`config.mk`:
```
export PLATFORM = sky130hd
export DESIGN_NAME = wb_spi_link_master
export DESIGN_NICKNAME = d
export VERILOG_FILES = /design/src/rtl/wb_spi_link_master.sv
export SDC_FILE = /design/constraint.sdc
export NUM_CORES = 1
export LEC_CHECK = 0
export CELL_PAD_IN_SITES_DETAIL_PLACEMENT = 0
export CELL_PAD_IN_SITES_GLOBAL_PLACEMENT = 1
export CORE_ASPECT_RATIO = 0.8
export CORE_MARGIN = 3
export CORE_UTILIZATION = 42
export DETAILED_ROUTE_END_ITERATION = 10
export HOLD_SLACK_MARGIN = 0.08
export PLACE_DENSITY_LB_ADDON = 0.1
export SETUP_SLACK_MARGIN = 0.4
export SKIP_LAST_GASP = 1
export SLEW_MARGIN = 20
export SYNTH_ARGS = -nofsm -noshare
export SYNTH_HDL_FRONTEND = slang
export SYNTH_SLANG_ARGS = --single-unit
```
`constraint.sdc`:
```
create_clock -name wb_clk_i -period 6.42 [get_ports wb_clk_i]
set_input_delay 0.963 -clock wb_clk_i [delete_from_list [all_inputs] [get_ports wb_clk_i]]
set_output_delay 0.963 -clock wb_clk_i [all_outputs]
set_load 0.02 [all_outputs]
```
`src/rtl/wb_spi_link_master.sv`:
```
// Wishbone-slave register block driving a 56-bit SPI mode-0 link frame:
// command byte, 16-bit address, 32-bit data; read frames capture 32 MISO bits.
module wb_spi_link_master #(
  parameter int unsigned CLK_DIV = 4
) (
  input  logic        wb_clk_i,
  input  logic        wb_rst_i,
  input  logic [15:0] wb_addr_i,
  input  logic [31:0] wb_data_i,
  output logic [31:0] wb_data_o,
  input  logic        wb_cyc_i,
  input  logic        wb_stb_i,
  input  logic        wb_we_i,
  input  logic [3:0]  wb_sel_i,
  output logic        wb_ack_o,
  output logic        spi_cs_n_o,
  output logic        spi_sclk_o,
  output logic        spi_mosi_o,
  input  logic        spi_miso_i,
  output logic        irq_o
);

  localparam int unsigned FRAME_BITS = 56;
  localparam int unsigned RX_BITS    = 32;
  localparam logic [7:0]  DIV_LAST   = 8'(CLK_DIV - 1);
  localparam logic [5:0]  BIT_LAST   = 6'(FRAME_BITS - 1);
  localparam logic [5:0]  RX_FIRST   = 6'(FRAME_BITS - RX_BITS);

  typedef enum logic [1:0] {IDLE, CS_SETUP, SHIFT, CS_HOLD} state_t;

  state_t                  state_q, state_d;
  logic [7:0]              div_q, div_d;
  logic [5:0]              bit_q, bit_d;
  logic [FRAME_BITS-1:0]   sh_q, sh_d;
  logic [31:0]             rx_q, rx_d;
  logic [15:0]             addr_q;
  logic [31:0]             tx_q;
  logic                    busy_q, busy_d;
  logic                    done_q, done_d;
  logic                    wr_q, wr_d;
  logic                    sclk_d, cs_n_d, mosi_d, irq_d;
  logic                    bus_req_c, start_c, div_last_c;
  logic [31:0]             rd_mux_c;
  logic                    unused_c;

  assign unused_c   = ^{wb_sel_i, wb_addr_i[15:2]};
  assign bus_req_c  = wb_cyc_i & wb_stb_i & ~wb_ack_o;
  assign start_c    = bus_req_c & wb_we_i & (wb_addr_i[1:0] == 2'd0) & wb_data_i[0] & ~busy_q;
  assign div_last_c = (div_q == DIV_LAST);

  // Read-data mux; unused bits return zero
  always_comb begin
    rd_mux_c = '0;
    case (wb_addr_i[1:0])
      2'd0:    rd_mux_c = {30'h0, done_q, busy_q};
      2'd1:    rd_mux_c = {16'h0, addr_q};
      2'd2:    rd_mux_c = tx_q;
      default: rd_mux_c = rx_q;
    endcase
  end

  // Bus handshake and software-visible ADDR/TXDATA registers
  always_ff @(posedge wb_clk_i or posedge wb_rst_i) begin
    if (wb_rst_i) begin
      wb_ack_o  <= 1'b0;
      wb_data_o <= '0;
      addr_q    <= '0;
      tx_q      <= '0;
    end else begin
      wb_ack_o <= bus_req_c;
      if (bus_req_c) begin
        wb_data_o <= rd_mux_c;
        if (wb_we_i && !busy_q) begin
          if (wb_addr_i[1:0] == 2'd1) addr_q <= wb_data_i[15:0];
          if (wb_addr_i[1:0] == 2'd2) tx_q   <= wb_data_i;
        end
      end
    end
  end

  // Frame sequencer: next state and next values of all link outputs
  always_comb begin
    state_d = state_q;
    div_d   = div_q;
    bit_d   = bit_q;
    sh_d    = sh_q;
    rx_d    = rx_q;
    busy_d  = busy_q;
    done_d  = done_q;
    wr_d    = wr_q;
    sclk_d  = spi_sclk_o;
    cs_n_d  = spi_cs_n_o;
    mosi_d  = spi_mosi_o;
    irq_d   = 1'b0;
    case (state_q)
      IDLE: begin
        if (start_c) begin
          state_d = CS_SETUP;
          div_d   = '0;
          bit_d   = '0;
          sh_d    = {wb_data_i[1], 7'h0, addr_q, (wb_data_i[1] ? tx_q : 32'h0)};
          mosi_d  = wb_data_i[1];
          cs_n_d  = 1'b0;
          sclk_d  = 1'b0;
          busy_d  = 1'b1;
          done_d  = 1'b0;
          wr_d    = wb_data_i[1];
        end
      end
      CS_SETUP: begin
        if (div_last_c) begin
          state_d = SHIFT;
          div_d   = '0;
        end else begin
          div_d = div_q + 8'd1;
        end
      end
      SHIFT: begin
        if (!div_last_c) begin
          div_d = div_q + 8'd1;
        end else begin
          div_d = '0;
          if (!spi_sclk_o) begin
            // Rising edge: sample MISO into RXDATA during the data phase of read frames
            sclk_d = 1'b1;
            if (!wr_q && bit_q >= RX_FIRST) rx_d = {rx_q[30:0], spi_miso_i};
          end else if (bit_q == BIT_LAST) begin
            sclk_d  = 1'b0;
            state_d = CS_HOLD;
          end else begin
            sclk_d = 1'b0;
            bit_d  = bit_q + 6'd1;
            sh_d   = {sh_q[FRAME_BITS-2:0], 1'b0};
            mosi_d = sh_q[FRAME_BITS-2];
          end
        end
      end
      CS_HOLD: begin
        if (div_last_c) begin
          state_d = IDLE;
          div_d   = '0;
          cs_n_d  = 1'b1;
          mosi_d  = 1'b0;
          busy_d  = 1'b0;
          done_d  = 1'b1;
          irq_d   = 1'b1;
        end else begin
          div_d = div_q + 8'd1;
        end
      end
      default: state_d = IDLE;
    endcase
  end

  // Sequencer state and registered link outputs
  always_ff @(posedge wb_clk_i or posedge wb_rst_i) begin
    if (wb_rst_i) begin
      state_q    <= IDLE;
      div_q      <= '0;
      bit_q      <= '0;
      sh_q       <= '0;
      rx_q       <= '0;
      busy_q     <= 1'b0;
      done_q     <= 1'b0;
      wr_q       <= 1'b0;
      spi_sclk_o <= 1'b0;
      spi_cs_n_o <= 1'b1;
      spi_mosi_o <= 1'b0;
      irq_o      <= 1'b0;
    end else begin
      state_q    <= state_d;
      div_q      <= div_d;
      bit_q      <= bit_d;
      sh_q       <= sh_d;
      rx_q       <= rx_d;
      busy_q     <= busy_d;
      done_q     <= done_d;
      wr_q       <= wr_d;
      spi_sclk_o <= sclk_d;
      spi_cs_n_o <= cs_n_d;
      spi_mosi_o <= mosi_d;
      irq_o      <= irq_d;
    end
  end

endmodule
```
## After elaboration in Yosys (flattened, before gate mapping)

Index checks and enable logic that the tools add are counted.

- Input bits: 58
- Logic and storage cells: 99
- Register bits after elaboration: 191

- Mux-type cells: 38
- $add $sub $neg: 2
- Bitwise gates (word level): 9
- Reduce and logical (&&, ||, !) cells: 19
- Order comparisons: 1
- Equality and inequality tests: 14

Operators by type and width:

| operator | count |
|---|---|
| $mux 55 | 4 |
| $pmux 55 s2 | 1 |
| $pmux 32 s3 | 1 |
| $mux 32 | 1 |
| $mux 6 | 4 |
| $mux 8 | 2 |
| $pmux 8 s2 | 1 |
| $ne 2x2->1 const B | 7 |
| $mux 1 | 12 |
| $mux 2 | 6 |
| $pmux 6 s2 | 1 |
| $reduce_and 3->1 | 4 |
| $reduce_and 6->1 | 2 |
| $add 8x1->8 const B | 1 |
| $eq 8x2->1 const B | 1 |
| $pmux 2 s4 | 1 |
| $add 6x1->6 const B | 1 |
| $and 1x1->1 | 6 |
| $eq 2x2->1 const B | 3 |
| $eq 6x6->1 const B | 1 |
| $ge 6x5->1 const B | 1 |
| $pmux 1 s2 | 3 |
| $reduce_and 5->1 | 1 |
| $eq 2x1->1 const B | 2 |
| 10 further kinds | 16 |

## Logic depth before layout (Yosys ltp)

Gate-level depths: netlist (run 1).

- Depth in word-level cells: 8
- Gate-level depth with buffers: 8
- Mapped depth without buffers: 6

## Worst setup path after synthesis (run 1)

Ideal clock, no wire load.

- Kind: input to register
- Start point: input wb_addr_i[1]
- End point: register state_q[1]
- Data required time: 6.292 ns
- Stages: 6
- Setup slack: 3.775 ns
- Arrival time: 2.517 ns
- Path through: buf_6 > nand2b_1 > o41a_4 > a221o_1 > a221oi_2 > mux2_1

- Cells in the longest elaborated chain, start to end: 6

RTL lines:

| element | RTL line | text |
|---|---|---|
| start: declaration | 8 | `input logic [15:0] wb_addr_i,` |
| $logic_not 2->1 | 48 | `assign start_c = bus_req_c & wb_we_i & (wb_addr_i[1:0] == 2'd0) & wb_data_i[0] & ~busy_q;` |
| $and 1x1->1 (3 in series) | 48 |  |
| $ne 2x2->1 (no source line) | n/a |  |
| $reduce_and 6->1 (no source line) | n/a |  |
| end signal: assignment | 171 | `state_q <= state_d;` |
| end: declaration | 31 | `state_t state_q, state_d;` |

No other way between the ends.
A chain may end at the register's enable or synchronous reset.

## Worst setup path after layout (run 1)

- Start point: input wb_stb_i
- End point: register sh_q[9]

- Cells in the longest elaborated chain, start to end: 8

RTL lines:

| element | RTL line | text |
|---|---|---|
| start: declaration | 12 | `input logic wb_stb_i,` |
| $and 1x1->1 (2 in series) | 47 | `assign bus_req_c = wb_cyc_i & wb_stb_i & ~wb_ack_o;` |
| $and 1x1->1 (4 in series) | 48 |  |
| $ne 2x2->1 (no source line) | n/a |  |
| $reduce_and 5->1 (no source line) | n/a |  |
| end signal: assignment | 161 | `sh_q <= '0;` |
| end signal: assignment | 174 | `sh_q <= sh_d;` |
| end: declaration | 34 | `logic [FRAME_BITS-1:0] sh_q, sh_d;` |

No other way between the ends.

==> flow_metrics.tcl, run 1 <==
set metrics [dict create \
    path_class "in -> reg" \
    dominant_combinational_cell_family_by_area_after_synthesis "multiplexers" \
    synth-edff-count 0 \
    synth_area_in_simple_gates_pct 6.437 \
    yosysTopAreaCell "dfrtp_1" \
    period_needed_ps 3710 \
    detail_route.vias_per_cell 5.389 \
    max_clock_freq_mhz 269.5 \
    seq_area_frac_synth_pct 55.27 \
    via_count 5378 \
    hold_violations 0 \
    initial_util_pct 43.18 \
    postRouteWirelength_um 18270 \
    worst_slew_pin_slew_ps 879.5 \
    timing.critical_path.from "wb_stb_i" \
    rr_startpoint "state_q[0]" \
    area_growth_pct 19.01 \
    clk_pin_slew_worst_paths_ps 70 \
    drive_above_1_share_pct 30.11 \
    syn_area_per_cell_sq_um 13.15 \
    placementRows 46 \
    number_of_buffers_inserted_during_clock_tree_synthesis 17 \
    setup_slack_ps 2710 \
    h_tree_depth 4 \
    cts_post_setup_buffers_inserted 0 \
    boundaryPins 95 \
    grt_usage_pct 16.91 \
    grt_max_degree 192 \
    dp_hpwl_um 11240 \
    dpl.cell_count 965 \
    netlist.area_leader.share_pct 54.97 \
    finalSetupViolCount 0 \
    detailedRoute.firstPassIterationCount 4 \
    portion_of_the_clock_cycle_consumed_by_the_worst_path_in_the_final_layout_pct 57.79 \
    timing.critical_path.arrival_ps 4020 \
    yosys-top-cells-count "dfrtp_1, mux2_2, a22o_1" \
    clkLatencyLatePin_ps 430 \
    insertedDiodeCount 0 \
    postCtsHoldBufs 0 \
    yosys-mux-area-fraction_pct 24.33 \
    postCtsResizedCells 0 \
    timing.critical_path.slowest_cell_delay_ps 830 \
    finalCoreUtilization_pct 51.39 \
    slew-limit-headroom_pct 41.22 \
    multi_input_comb_area_sq_um 3660 \
    post_synthesis_sequential_element_count 191 \
    routed-wl-met2_um 8691 \
    cap_viol_max_count 0 \
    die-height_um 134.4 \
    setup-tns-final_ps 0 \
    coreArea_sq_um 20030 \
    path_max_fanout 67 \
    clock-sinks 191 \
    ys_types 54 \
    hold_class "reg -> reg" \
    outcome "finished clean" \
    critical_path.endpoint_type "flop" \
    power_density_nw_per_um2 235.9 \
    chipWidth_um 166.4 \
    path_delay_family "compound AO/OA/AOI/OAI gates" \
    met3WireLength_um 445 \
    antenna_violations_before_repair 0 \
    clock_tree_skew_after_final_layout_ps 14.13 \
    post_synth_fa_ha_maj_area_fraction_pct 1.157 \
    ys_async_sr_fraction_pct 100.0 \
    yosysMostFrequentCell "dfrtp_1" \
    routed_wire_length_per_instance_um 18.31 \
    first_global_vias 5801 \
    wl_met1_um 8954 \
    design_power_total_mw 2.428 \
    num-nets-final 787 \
    fillCellCount 1724 \
    path_buf_inv 2 \
    worst_ir_drop_vdd_uv 140.5 \
    post_synth_inst_count 658 \
    clockRootBuffer "clkbuf_16" \
    synth_compound_gate_area_share_pct 9.634 \
    path_cells "clkdlybuf4s50_1, nand3b_4, o41ai_4, o21ai_4, buf_4, mux2_4" \
    tritoncts_clock_tree "built" \
    postSynthNetCount 724 \
    synth_cell_area_sq_um 8650 \
    placement.io_buffers 76 \
    synthTopCellsByArea "dfrtp_1, mux2_2, a22o_1" \
    grt_remaining_overflow 0 \
    dominantRegCellSynth "dfrtp_1" \
    yosys_warnings 0 \
    grt_pass1_wl_um 30440 \
    cts_buffer_depth 2 \
    grt_setup_unrepaired "false" \
    p_leak_nw 4.905 \
    final-max-slew-violation-count 0 \
    worstSetupStartpointType "input pin" \
    die_area_sq_um 22360 \
    setup_slack_at_placement_ps 2255 \
    final_cells 998 \
    critPathRequiredTime_ps 6730 \
    globalplace.congestion 0.7483 \
    number_of_antenna_violating_nets_in_the_routed_design 0 \
    yosys.area_share.xor_xnor_pct 0.6076 \
    hp-start "wb_data_o[2]" \
    drt-initial-drc-count 252 \
    drcViolationCount 0 \
    sequential_cell_area_sq_um 4781 \
    top_layer_in_use "met4" \
    slowest_stage "o41ai_4" \
]
==> where the power goes <==
group | switching (mW) | total [mW] | internal [mW]
Combinational | 0.0592 | 0.101 | 0.0421
Sequential | 0.00461 | 1.21 | 1.21
Clock | 0.479 | 1.11 | 0.634
==> cells in the final DEF (no fill, tap or decap), types with 14 or more instances in the layout <==
cell	count
dfrtp_1	190
mux2_2	153
clkdlybuf4s50_1	75
a22o_1	48
nand2_1	39
nor2_1	32
o21ai_0	28
mux2i_1	19
clkbuf_16	17
a22oi_1	14
==> worst paths after layout <==
kind	cells after the start	slack, ps	to
setup / recovery	6	2710	sh_q[9]
hold / removal	2	490	wb_data_o[2]
setup reg to reg	7	3180	sh_q[10]
hold reg to reg	2	490	wb_data_o[2]
max in group asynchronous	4	4470	rx_q[21]
min in group asynchronous	3	940	rx_q[4]
==> cells by family after synthesis <==
logic type,count (synthesis)
multiplexers,184
adder cells (fa/ha/maj),8
AO/OA/AOI/OAI,107
flip-flops,191
AND/OR/NAND/NOR,110
buffers and inverters,52
XOR/XNOR,6
==> layout make-up <==
type / count / share of cell area (%)
Tap cell: 264 / 3.209
Timing Repair Buffer: 86 / 8.387
Clock buffer: 19 / 4.303
Clock inverter: 13 / 1.702
Multi-Input combinational cell: 415 / 35.55
Sequential cell: 191 / 46.44
Inverter: 10 / 0.4011
==> metal layers <==
| metal | vias to the layer above | GRT usage (%) |
|---|---|---|
| met5 | - | 0 |
| met4 | 0 | 4.443 |
| met3 | 12 | 3.241 |
| met2 | 63 | 28.06 |
| met1 | 2788 | 23.09 |
| li1 | 2515 | - |
==> state kept, by name, summed over array words and instances (netlist names) <==
name and flops:
sh_q 55, rx_q 32, tx_q 32, wb_data_o 32, addr_q 16, div_q 8
bit_q 6, state_q 2, busy_q 1, done_q 1, irq_o 1, spi_cs_n_o 1
spi_mosi_o 1, spi_sclk_o 1, wb_ack_o 1, wr_q 1
==> worst min-delay path, cell delays in order, from the launching register on <==
cell and delay (ps):
dfrtp_1 340, nand2_1 40, o21ai_0 60
==> through the flow <==
step           hold slack [ps]  instance area (sq um)
2_1_floorplan            460.4                   8653
3_3_place_gp             466.5                   9648
3_5_place_dp             473.7                   9648
4_1_cts                  491.1                  10270
5_1_grt                  515.6                  10290
6_report                 486.0                  10290
Power figures use the tool's default switching activity.
==> run 2: changes to the inputs <==
Settings changed: CORE_UTILIZATION 42 to 46.
Clock period 6.42 ns to 3.8 ns, I/O delays scaled along.
==> flow_metrics.tcl, run 2 (same netlist as run 1, synthesis figures left out) <==
set metrics [dict create \
    clockRootBuffer "clkbuf_16" \
    timing.critical_path.depth 6 \
    drive_above_1_share_pct 30.39 \
    outcome "finished clean" \
    worstSetupStartpointType "input pin" \
    timing.hold.worst_path_depth 2 \
    routed_wire_length_per_instance_um 18.39 \
    area_growth_pct 19.90 \
    drt-initial-drc-count 299 \
    detailedRoute.firstPassIterationCount 5 \
    hold_class "reg -> reg" \
    clk_pin_slew_worst_paths_ps 70 \
    path_cells "clkdlybuf4s50_1, nand3b_4, o41ai_4, o21ai_4, buf_12, mux2_4" \
    clkLatencyLatePin_ps 420 \
    finalSetupViolCount 0 \
    layout_commonest_cell "dfrtp_1" \
    design_area_sq_um 10370 \
    antenna_violations_before_repair 0 \
    postCtsResizedCells 0 \
    insertedDiodeCount 0 \
    period_needed_ps 2812 \
    hold_violations 0 \
    largest_register "sh_q" \
    cts_buffer_depth 2 \
    setup-tns-final_ps 0 \
    path_class "in -> reg" \
    clock-sinks 191 \
    portion_of_the_clock_cycle_consumed_by_the_worst_path_in_the_final_layout_pct 74.01 \
    via_count 5391 \
    grt_max_degree 89 \
    globalplace.congestion 0.7958 \
    cap_viol_max_count 0 \
    placement.cell_area_sq_um 9709 \
    worst_ir_drop_vdd_uv 254.4 \
    initial_util_pct 47.32 \
    die_area_sq_um 20500 \
    postCtsHoldBufs 0 \
    first_global_vias 5716 \
    timing.critical_path.arrival_ps 3120 \
    path_buf_inv 2 \
    dp_hpwl_um 11640 \
    number_of_buffers_inserted_during_clock_tree_synthesis 17 \
    slowest_stage "o41ai_4" \
    largest_register_ffs 55 \
    grt_usage_pct 18.45 \
    slew-limit-headroom_pct 56.52 \
    final-max-slew-violation-count 0 \
    critical_path.endpoint_type "flop" \
    number_of_antenna_violating_nets_in_the_routed_design 0 \
    detail_route.vias_per_cell 5.445 \
    die-height_um 128.7 \
    coreArea_sq_um 18280 \
    grt_remaining_overflow 0 \
    power_density_nw_per_um2 408.5 \
    grt_pass1_wl_um 30430 \
    p_leak_nw 4.960 \
    critPathRequiredTime_ps 4110 \
    chipWidth_um 159.3 \
    boundaryPins 95 \
    drcViolationCount 0 \
    r2r.worst_path.cells 7 \
    cts_post_setup_buffers_inserted 0 \
    tritoncts_clock_tree "built" \
    placementRows 44 \
    worst_slew_pin_slew_ps 650.6 \
    placement.io_buffers 76 \
    postRouteWirelength_um 18200 \
    path_delay_family "compound AO/OA/AOI/OAI gates" \
    max_clock_freq_mhz 355.6 \
    most-common-layout-cells "dfrtp_1, mux2_2, clkdlybuf4s50_1" \
    path_max_fanout 44 \
    grt_setup_unrepaired "false" \
    timing.critical_path.slowest_cell_delay_ps 720 \
    num-nets-final 791 \
    h_tree_depth 4 \
    clock_tree_skew_after_final_layout_ps 7.165 \
    hold-worst-slack_ps 485.5 \
]
[run 2: changes by cell type in the layout (fill, tap and decap cells not counted)]
cell | previous run | this run
buf_12 | 1 | 4
buf_16 | 1 | 0
buf_4 | 8 | 10
bufinv_16 | 3 | 6
clkbuf_8 | 1 | 0
clkinv_2 | 1 | 2
clkinv_4 | 0 | 1
clkinvlp_4 | 4 | 2
inv_6 | 4 | 3
inv_8 | 2 | 0
[run 2: final cells by class]
cell class / instances / area (sq um)
inverter: 10 / 41.29
fill: 1562 / 7906
multi-input combinational: 415 / 3660
tap: 253 / 316.6
sequential: 191 / 4781
timing repair buffer: 90 / 910.9
clock inverter: 13 / 232.7
clock buffer: 18 / 429.2
[run 2: stage by stage]
step	util, %	instances	worst slack [ps]	total power, mW
floorplan	-	658	768.4	2.176
global placement	53.12	959	578.3	2.267
detailed placement	53.12	959	574.4	2.269
CTS	56.74	990	1008	4.287
global route	56.74	990	820.9	4.390
finish	56.74	990	987.7	4.237
[run 2: power breakdown]
| group | internal, mW | switching (mW) |
|---|---|---|
| Combinational | 0.0720 | 0.101 |
| Clock | 1.24 | 0.774 |
| Sequential | 2.04 | 0.00818 |
| Total | 3.35 | 0.884 |
[run 2: worst min-delay path: stages (launching register included)]
cell and delay (ps):
dfrtp_1 340, nand2_1 50, o21ai_0 60
[run 2: metal layers]
layer / vias to the layer above / global-route usage, % / wire [um]
met5: - / 0 / 0
met4: 0 / 4.786 / 184
met3: 15 / 4.184 / 667
met2: 86 / 29.24 / 8367
met1: 2778 / 26.05 / 8982
li1: 2512 / - / -
[run 2: worst paths after layout]
path                                from       endpoint  slack, ps
setup / recovery                wb_cyc_i        sh_q[9]        990
hold / removal             wb_data_o[15]  wb_data_o[15]        490
setup reg to reg              state_q[0]       rx_q[30]       1010
hold reg to reg            wb_data_o[15]  wb_data_o[15]        490
max in group asynchronous       wb_rst_i       sh_q[20]       2480
min in group asynchronous       wb_rst_i      addr_q[4]        510
